### config.mk
export PLATFORM = sky130hd
export DESIGN_NAME = btn_event_sched
export DESIGN_NICKNAME = d
export VERILOG_FILES = /design/src/rtl/btn_event_sched.sv
export SDC_FILE = /design/constraint.sdc
export NUM_CORES = 1
export LEC_CHECK = 0
export ABC_AREA = 1
export BUFFER_PORTS_ARGS = -buffer_cell sky130_fd_sc_hd__buf_2
export CAP_MARGIN = 20
export CORE_MARGIN = 5
export CORE_UTILIZATION = 55
export CTS_BUF_LIST = sky130_fd_sc_hd__clkbuf_4
export DETAILED_ROUTE_END_ITERATION = 8
export PLACE_DENSITY = 0.79
export SLEW_MARGIN = 25
export SYNTH_ARGS = -nofsm -noshare
export SYNTH_HDL_FRONTEND = slang
export SYNTH_SLANG_ARGS = --single-unit
### constraint.sdc
create_clock -name cclk -period 2.2 [get_ports cclk]
set_input_delay 0.11 -clock cclk [delete_from_list [all_inputs] [get_ports cclk]]
set_output_delay 0.11 -clock cclk [all_outputs]
set_load 0.01 [all_outputs]
### src/rtl/btn_event_sched.sv
// -----------------------------------------------------------------------------
// btn_event_sched
//
// Collects one-cycle button pulses from the debounce/edge-detect stage into a
// pending vector and hands them, one at a time, to a single event consumer
// over a valid/ready interface. Arbitration is round-robin by default.
//
// Build option:
//   BTN_SCHED_FIXED_PRIO_EN  defined   -> fixed priority, lowest index wins,
//                                         no last-grant register.
//                            undefined -> round-robin, search starts at
//                                         last_grant+1 and wraps.
//   Drop counting, latency and handshake behave the same in both builds.
//
// Ports:
//   cclk       in   system clock, rising edge
//   clr        in   asynchronous active-high reset
//   pulse_in   in   [NBTN]   one-cycle event pulses, bit i = button i
//   evt_ready  in   consumer accepts the offered event
//   evt_valid  out  event offered
//   evt_id     out  [IDW]    index of the offered button
//   pending    out  [NBTN]   latched events not yet loaded into the offer
//   drop_cnt   out  [DROP_W] saturating count of cycles with >=1 drop
//   drop_flag  out  sticky drop indicator, cleared only by clr
//   dbg_state  out  FSM state (0 = IDLE, 1 = OFFER)
//
// Handshake: an event transfers on a rising edge where evt_valid and
// evt_ready are both 1. While evt_valid=1 and evt_ready=0, evt_id and
// evt_valid hold. evt_ready is ignored when evt_valid=0. All outputs are
// registered; evt_ready has no combinational path to evt_valid/evt_id.
// -----------------------------------------------------------------------------
module btn_event_sched #(
  parameter int NBTN   = 4,
  parameter int IDW    = 2,
  parameter int DROP_W = 8
) (
  input  logic              cclk,
  input  logic              clr,
  input  logic [NBTN-1:0]   pulse_in,
  input  logic              evt_ready,
  output logic              evt_valid,
  output logic [IDW-1:0]    evt_id,
  output logic [NBTN-1:0]   pending,
  output logic [DROP_W-1:0] drop_cnt,
  output logic              drop_flag,
  output logic              dbg_state
);

  typedef enum logic {
    IDLE  = 1'b0,
    OFFER = 1'b1
  } state_t;

  state_t          state;
  state_t          state_nx;

  logic            load;      // a pending event moves into the offer this cycle
  logic [IDW-1:0]  grant;     // winner among registered pending bits
  logic            any_pend;
  logic [NBTN-1:0] sel;       // one-hot of grant, qualified by load
  logic            drop_any;

  assign any_pend  = |pending;
  assign dbg_state = state;

  // ---------------------------------------------------------------------------
  // Arbitration. Only the registered pending vector takes part; a pulse that
  // arrives this cycle is not visible until next cycle.
  // ---------------------------------------------------------------------------
`ifdef BTN_SCHED_FIXED_PRIO_EN

  always_comb begin
    grant = '0;
    // Scan from the top so the lowest set index is the last one written.
    for (int k = NBTN - 1; k >= 0; k--) begin
      if (pending[k]) begin
        grant = k[IDW-1:0];
      end
    end
  end

`else

  logic [IDW-1:0] last_grant;
  logic [IDW-1:0] rr_idx;
  logic           rr_found;

  always_comb begin
    grant    = '0;
    rr_idx   = '0;
    rr_found = 1'b0;
    // NBTN is a power of two equal to 2**IDW, so the IDW-bit add wraps
    // modulo NBTN without an explicit compare.
    for (int k = 1; k <= NBTN; k++) begin
      rr_idx = last_grant + k[IDW-1:0];
      if (!rr_found && pending[rr_idx]) begin
        grant    = rr_idx;
        rr_found = 1'b1;
      end
    end
  end

  always_ff @(posedge cclk or posedge clr) begin
    if (clr) begin
      // Reset to the top index so channel 0 is searched first.
      last_grant <= IDW'(NBTN - 1);
    end else if (load) begin
      last_grant <= grant;
    end
  end

`endif

  // ---------------------------------------------------------------------------
  // FSM: next state and load decision.
  // ---------------------------------------------------------------------------
  always_comb begin
    state_nx = state;
    load     = 1'b0;
    case (state)
      IDLE: begin
        if (any_pend) begin
          load     = 1'b1;
          state_nx = OFFER;
        end
      end
      OFFER: begin
        if (evt_ready) begin
          if (any_pend) begin
            // Back-to-back: the accepted slot is refilled on the same edge.
            load = 1'b1;
          end else begin
            state_nx = IDLE;
          end
        end
      end
      default: begin
        state_nx = IDLE;
      end
    endcase
  end

  always_comb begin
    sel = '0;
    if (load) begin
      sel[grant] = 1'b1;
    end
  end

  // A pulse on a bit being loaded this cycle is a fresh event, not a drop.
  assign drop_any = |(pulse_in & pending & ~sel);

  // ---------------------------------------------------------------------------
  // Registers
  // ---------------------------------------------------------------------------
  always_ff @(posedge cclk or posedge clr) begin
    if (clr) begin
      state <= IDLE;
    end else begin
      state <= state_nx;
    end
  end

  always_ff @(posedge cclk or posedge clr) begin
    if (clr) begin
      evt_valid <= 1'b0;
      evt_id    <= '0;
    end else begin
      evt_valid <= (state_nx == OFFER);
      if (load) begin
        evt_id <= grant;
      end
    end
  end

  always_ff @(posedge cclk or posedge clr) begin
    if (clr) begin
      pending <= '0;
    end else begin
      pending <= (pending & ~sel) | pulse_in;
    end
  end

  always_ff @(posedge cclk or posedge clr) begin
    if (clr) begin
      drop_cnt  <= '0;
      drop_flag <= 1'b0;
    end else if (drop_any) begin
      drop_flag <= 1'b1;
      if (drop_cnt != {DROP_W{1'b1}}) begin
        drop_cnt <= drop_cnt + DROP_W'(1);
      end
    end
  end

endmodule

* Word-level counts from Yosys, hierarchy flattened
Index checks and enable logic that the tools add are counted.
Storage, ports and cells: logic and storage cells 56, output and inout port bits 17, register bits 18, input bits 7
Cells by class: equal/unequal tests 1, order comparisons 6, reductions and logical operators 10, add/subtract/negate cells 4, mux-type cells 23, bitwise operators 6
Operators with widths (count):
- less-than comparator 2 x 3 -> 1 bit (second input constant) | 5
- bitwise AND 4 bit | 3
- two-way mux 1 bit | 11
- adder 8 x 1 -> 8 bit (second input constant) | 1
- binary-select mux 1 bit (select 2 bit) | 4
- two-way mux 2 bit | 4
- inequality test 8 bit (second input constant) | 1
- OR reduction 4 bit | 2
- adder 2 bit (second input constant) | 2
- logical AND 1 bit | 4
- two-way mux 4 bit | 1
- inverter 4 bit | 1
- OR 4 bit | 1
- case mux 1 bit (2 select lines) | 2
- logical NOT 1 bit | 3
- adder 2 x 1 -> 2 bit (second input constant) | 1
- demux 1 bit (select 2 bit) | 1
- >= comparator 2 x 1 -> 1 bit (second input constant) | 1
- AND reduction 2 bit | 1
- inverter 1 bit | 1

* Logic depth before layout (Yosys ltp)
word-level depth 22, gate-level depth with buffers 15, depth with buffers taken out 15

* Worst setup path before layout
OpenSTA, ideal clock, no wires.
path type reg2reg, from register last_grant[0], to register drop_flag, setup slack 0.212 ns, required time 2.076 ns, cell stages (with the launch flop) 14, arrival time 1.863 ns, buffers on the path 1, period minus slack after synthesis 1.988 ns, path through dfstp_2 > buf_6 > nand2_1 > nand2_2 > nand2_1 > nand2_4 > nand4_1 > nand2_2 > nand2_4 > nand2_2 > nand3_2 > nand2_4 > nand4_4 > or2_1
On the way: word-level cells in the longest chain between the ends 21, elaborated cells between the ends (all ways) 33, those cells by class add/sub (3); order compare (2); mux (18); bitwise (2); reduce/logical (8)
Ends and longest elaborated chain:
- start: declaration | RTL line 84 | logic [IDW-1:0] last_grant;
- start signal: assignment | RTL line 106 | last_grant <= IDW'(NBTN - 1);
- start signal: assignment | RTL line 108 | last_grant <= grant;
- adder 2 x 1 -> 2 bit | RTL line 95 | rr_idx = last_grant + k[IDW-1:0];
- binary-select mux 1 bit (select 2 bit) | RTL line 96 | if (!rr_found && pending[rr_idx]) begin
- two-way mux 1 bit (implied by the code) | RTL line 96
- two-way mux 1 bit | RTL line 96
- logical NOT 1 bit | RTL line 96
- logical AND 1 bit | RTL line 96
- two-way mux 1 bit | RTL line 96
- logical NOT 1 bit | RTL line 96
- (+5 left out)
- less-than comparator 2 x 3 -> 1 bit (implied by the code) or >= comparator 2 x 1 -> 1 bit (tied branches) | RTL line 146 | sel[grant] = 1'b1;
- logical AND 1 bit (implied by the code) | RTL line 146
- two-way mux 1 bit (implied by the code) | RTL line 146
- demux 1 bit (select 2 bit) (*) | RTL line 146
- two-way mux 4 bit (*) | RTL line 145 | if (load) begin
- inverter 4 bit (*) | RTL line 151 | assign drop_any = |(pulse_in & pending & ~sel);
- bitwise AND 4 bit (*) | RTL line 151
- OR reduction 4 bit (*) | RTL line 151
- end signal: assignment | RTL line 187 | drop_flag <= 1'b0;
- end signal: assignment | RTL line 189 | drop_flag <= 1'b1;
- end: declaration | RTL line 45 | output logic drop_flag,
Mark *: on every way between the ends. The rest lies on a longest branch, timed or not. The select of a mux whose other input is x is not followed. A chain may end at the register's enable or synchronous reset.

* Final worst setup path
from register last_grant[0], to register drop_cnt[2]
On the way: word-level cells in the longest chain between the ends 22, elaborated cells between the ends (all ways) 34, those cells by class add/sub (3); order compare (2); mux (18); bitwise (2); reduce/logical (9)
Ends and longest elaborated chain:
- adder 2 x 1 -> 2 bit | RTL line 95
- binary-select mux 1 bit (select 2 bit) | RTL line 96
- two-way mux 1 bit (implied by the code) | RTL line 96
- two-way mux 1 bit | RTL line 96
- logical NOT 1 bit | RTL line 96
- logical AND 1 bit | RTL line 96
- two-way mux 1 bit | RTL line 96
- logical NOT 1 bit | RTL line 96
- (+6 left out)
- logical AND 1 bit (implied by the code) | RTL line 146
- two-way mux 1 bit (implied by the code) | RTL line 146
- demux 1 bit (select 2 bit) (*) | RTL line 146
- two-way mux 4 bit (*) | RTL line 145
- inverter 4 bit (*) | RTL line 151
- bitwise AND 4 bit (*) | RTL line 151
- OR reduction 4 bit (*) | RTL line 151
- AND reduction 2 bit (no line) (*)
- end signal: assignment | RTL line 191 | drop_cnt <= drop_cnt + DROP_W'(1);
- end: declaration | RTL line 44 | output logic [DROP_W-1:0] drop_cnt,
Marks and branches as above.

==> flow_summary.toml <==
[logic_synthesis]
syn_area_per_cell_sq_um = 8.57
synthesis.nets = 164
synth-edff-count = 0
yosys-top-cells-area = "dfrtp_1 30%, nand2_1 13%, nand2_4 6.7%, nand3_1 4.5%, nand2_2 4.2%"
synth_ff_type = "dfrtp_1"
ys_async_sr_fraction = 1.00
syn_area_sq_mm = 0.00134
syn_inst = 156
yosysSeqAreaShare = 0.339
synth_area_leader_cell = "dfrtp_1"
synth.most_common_cell = "nand2_1"
synth_top_area_frac = 0.299
synthTopCellsByCount = "46 x nand2_1, 16 x dfrtp_1, 14 x inv_1"
yosys_warnings = 0
ys_seq_elements = 18
synthDistinctLibCells = 32

[critical_path]
reg2reg_to = "drop_cnt[2]"
path_buf_inv = 1
criticalPathCategory = "reg2reg"
path_depth = 14
timing.rr.start = "last_grant[0]"
cp-end-kind = "flip-flop"
cp_data_arrival_time_ns = 2.44
critPathMaxStageDelay_ns = 0.60
critPathTopFamily = "simple AND/OR/NAND/NOR gates"
ff2ff_setup_slack_ns = 0.006
cp_common_cell = "nand2_4"
cp-start-kind = "flip-flop"
path_max_fanout = 8
critPathSlowestCell = "dfstp_2"
crit_path_cell_trace = "inv_4, nand2_2, nand2_4, nand2_8, nand2_4, nor2_8, nand2_4, nand2_4, nand3_4, o21bai_4, nand2_2, o21ai_4, nand2_1, nand2_1"
ff2ff_path_depth = 14
required_ns = 2.45

[power_and_ir_drop]
p_leak_nw = 0.850
peakVddDrop_v = 0.00118
p_total_w = 0.00290
powerDensity_mw_per_mm2 = 1760

[min_path]
hp-class = "in2reg"
whs_endpoint = "pending[3]"
min_path_cells = 2
min-delay-start = "pulse_in[3]"

[clocking]
cts_tree = "built"
cts_sinks = 18
h-tree-depth = 1
cts_made_buffers = 3
ctsLongestPathBuffers = 2
cts_root_buf = "clkbuf_4"
clk_pin_slew_ns = 0.11
insertion_delay_ns = 0.30

[cells_and_area]
register_area_sq_um = 453
multiInputGateArea_sq_um = 863
n_fill_cell = 173
syn_to_final_growth_pct = 23.1
drive_gt1_frac = 0.435
diodes = 0
final_nets = 200
final_cells = 219

[timing]
slew_headroom = 0.555
finalCritPeriodShare = 0.997
fin_crit_ns = 2.19
clock_skew_ns = 0.00743
max_clock_freq_mhz = 456
tightest_slew_ns = 0.666
rsz0062_at_grt = "yes"
slew_violations = 0
setup_viol = 0
hold_violations = 1
tns_ns = 0
holdWs_ns = -0.00558

[placed_design]
hpwl_mm = 2.27
io_buffer_count = 23
dp_cells = 208
gp_congestion = 0.860

[global_route]
groute.layer.met1.usage = 0.245
grt_pass1_vias = 1105
grt_pass1_wl_mm = 4.89
grt_max_degree = 19
grt.met3_usage = 0.0283
track_usage = 0.180
antenna_found_initial = 0
overflow = 0
busiest_layer = "met2"
grtUsageMet2 = 0.290

[route]
vias_per_cell = 5.20
wire_per_inst_um = 13.6
drt_drc_violations_left = 0
antenna_left = 0
num_vias = 1139
drtIter0Drc = 25
wl_mm = 2.97
dr.pass1.iters = 4

[floorplanning]
die_h_um = 59.3
start_util = 0.588
die_area_sq_mm = 0.00352
coreArea_sq_mm = 0.00228
ios = 24
core.rowCount = 17
die_w_um = 59.3

[run_status]
violations = "negative hold slack"
status = "complete, but fails checks"

[flow_run]
drv_cap = 0
[how the worst max path moves through the flow]
stage,from,end,slack (ns)
2_1_floorplan,last_grant[0],drop_flag,0.21
3_3_place_gp,last_grant[0],drop_flag,0.11
3_5_place_dp,last_grant[0],drop_flag,0.02
4_1_cts,last_grant[0],drop_flag,0.02
5_1_grt,last_grant[0],drop_cnt[1],-0.15
6_report,last_grant[0],drop_cnt[2],0.006
[routing by layer]
metal  vias to the layer above  share of wire
met2                        22           0.49
met4                         0          0.015
li1                        578              -
met5                         -              0
met3                         5          0.036
met1                       534           0.46
[cells in the final DEF (no fill, tap or decap), types with 3 or more instances in the layout]
cell | synthesis | routed
a21o_1 | 3 | 3
buf_2 | 0 | 23
buf_4 | 1 | 7
clkbuf_4 | 0 | 3
dfrtp_1 | 16 | 16
inv_1 | 14 | 14
nand2_1 | 46 | 38
nand2_2 | 9 | 13
nand2_4 | 8 | 12
nand3_1 | 12 | 11
nand3_2 | 4 | 4
nand4_1 | 4 | 4
nor2_1 | 3 | 3
o21ai_0 | 5 | 4
xor2_1 | 4 | 4
[what timing repair did]
action	in CTS	in global routing
setup endpoints to repair	0	9
hold endpoints to repair	16	0
resized for setup	0	20
hold buffers	1	0
buffers inserted	0	6
[logic make-up (layout without fill, tap and decap cells)]
family / after synthesis / after routing / synth area share
AND/OR/NAND/NOR: 97 / 97 / 0.448
AO/OA/AOI/OAI: 15 / 15 / 0.103
buffers and inverters: 19 / 54 / 0.0617
adder cells (fa/ha/maj): 1 / 1 / 0.00935
flip-flops: 18 / 18 / 0.339
XOR/XNOR: 6 / 6 / 0.0393
[cell type report]
| class | count | area share |
|---|---|---|
| multi-input cells | 119 | 0.524 |
| flip-flops and latches | 18 | 0.275 |
| repair buffers | 33 | 0.122 |
| inverters | 17 | 0.0418 |
| well taps | 28 | 0.0213 |
| clock buffers | 3 | 0.0137 |
| clock inverters | 1 | 0.00228 |
[flip-flops by register name (all words and copies together) (netlist names)]
name and flops:
drop_flag 1, pending 4, last_grant 2, evt_id 2
drop_cnt 8, evt_valid 1
[worst register-to-register path: cells and delay by family, from the launching register on]
family,cells,cell delay [ns]
and+or+nand+nor,11,0.98
AOI/OAI and AO/OA,2,0.46
buffers and inverters,1,0.08
DFF,1,0.60
[power by group]
group,switching (W),total [W],internal [W]
Clock,0.000108,0.000174,0.0000663
Combinational,0.00127,0.00209,0.000812
Sequential,0.000166,0.000638,0.000472
Total,0.00155,0.00290,0.00135
[metrics by stage]
stage / area [sq um] / setup slack [ns] / util
floorplan: 1340 / 0.212 / -
global placement: 1490 / 0.107 / 0.655
detailed placement: 1490 / 0.0173 / 0.655
CTS: 1530 / 0.0150 / 0.671
global route: 1650 / -0.151 / 0.723
finish: 1650 / 0.00561 / 0.723
(Power assumes the default switching activity.)
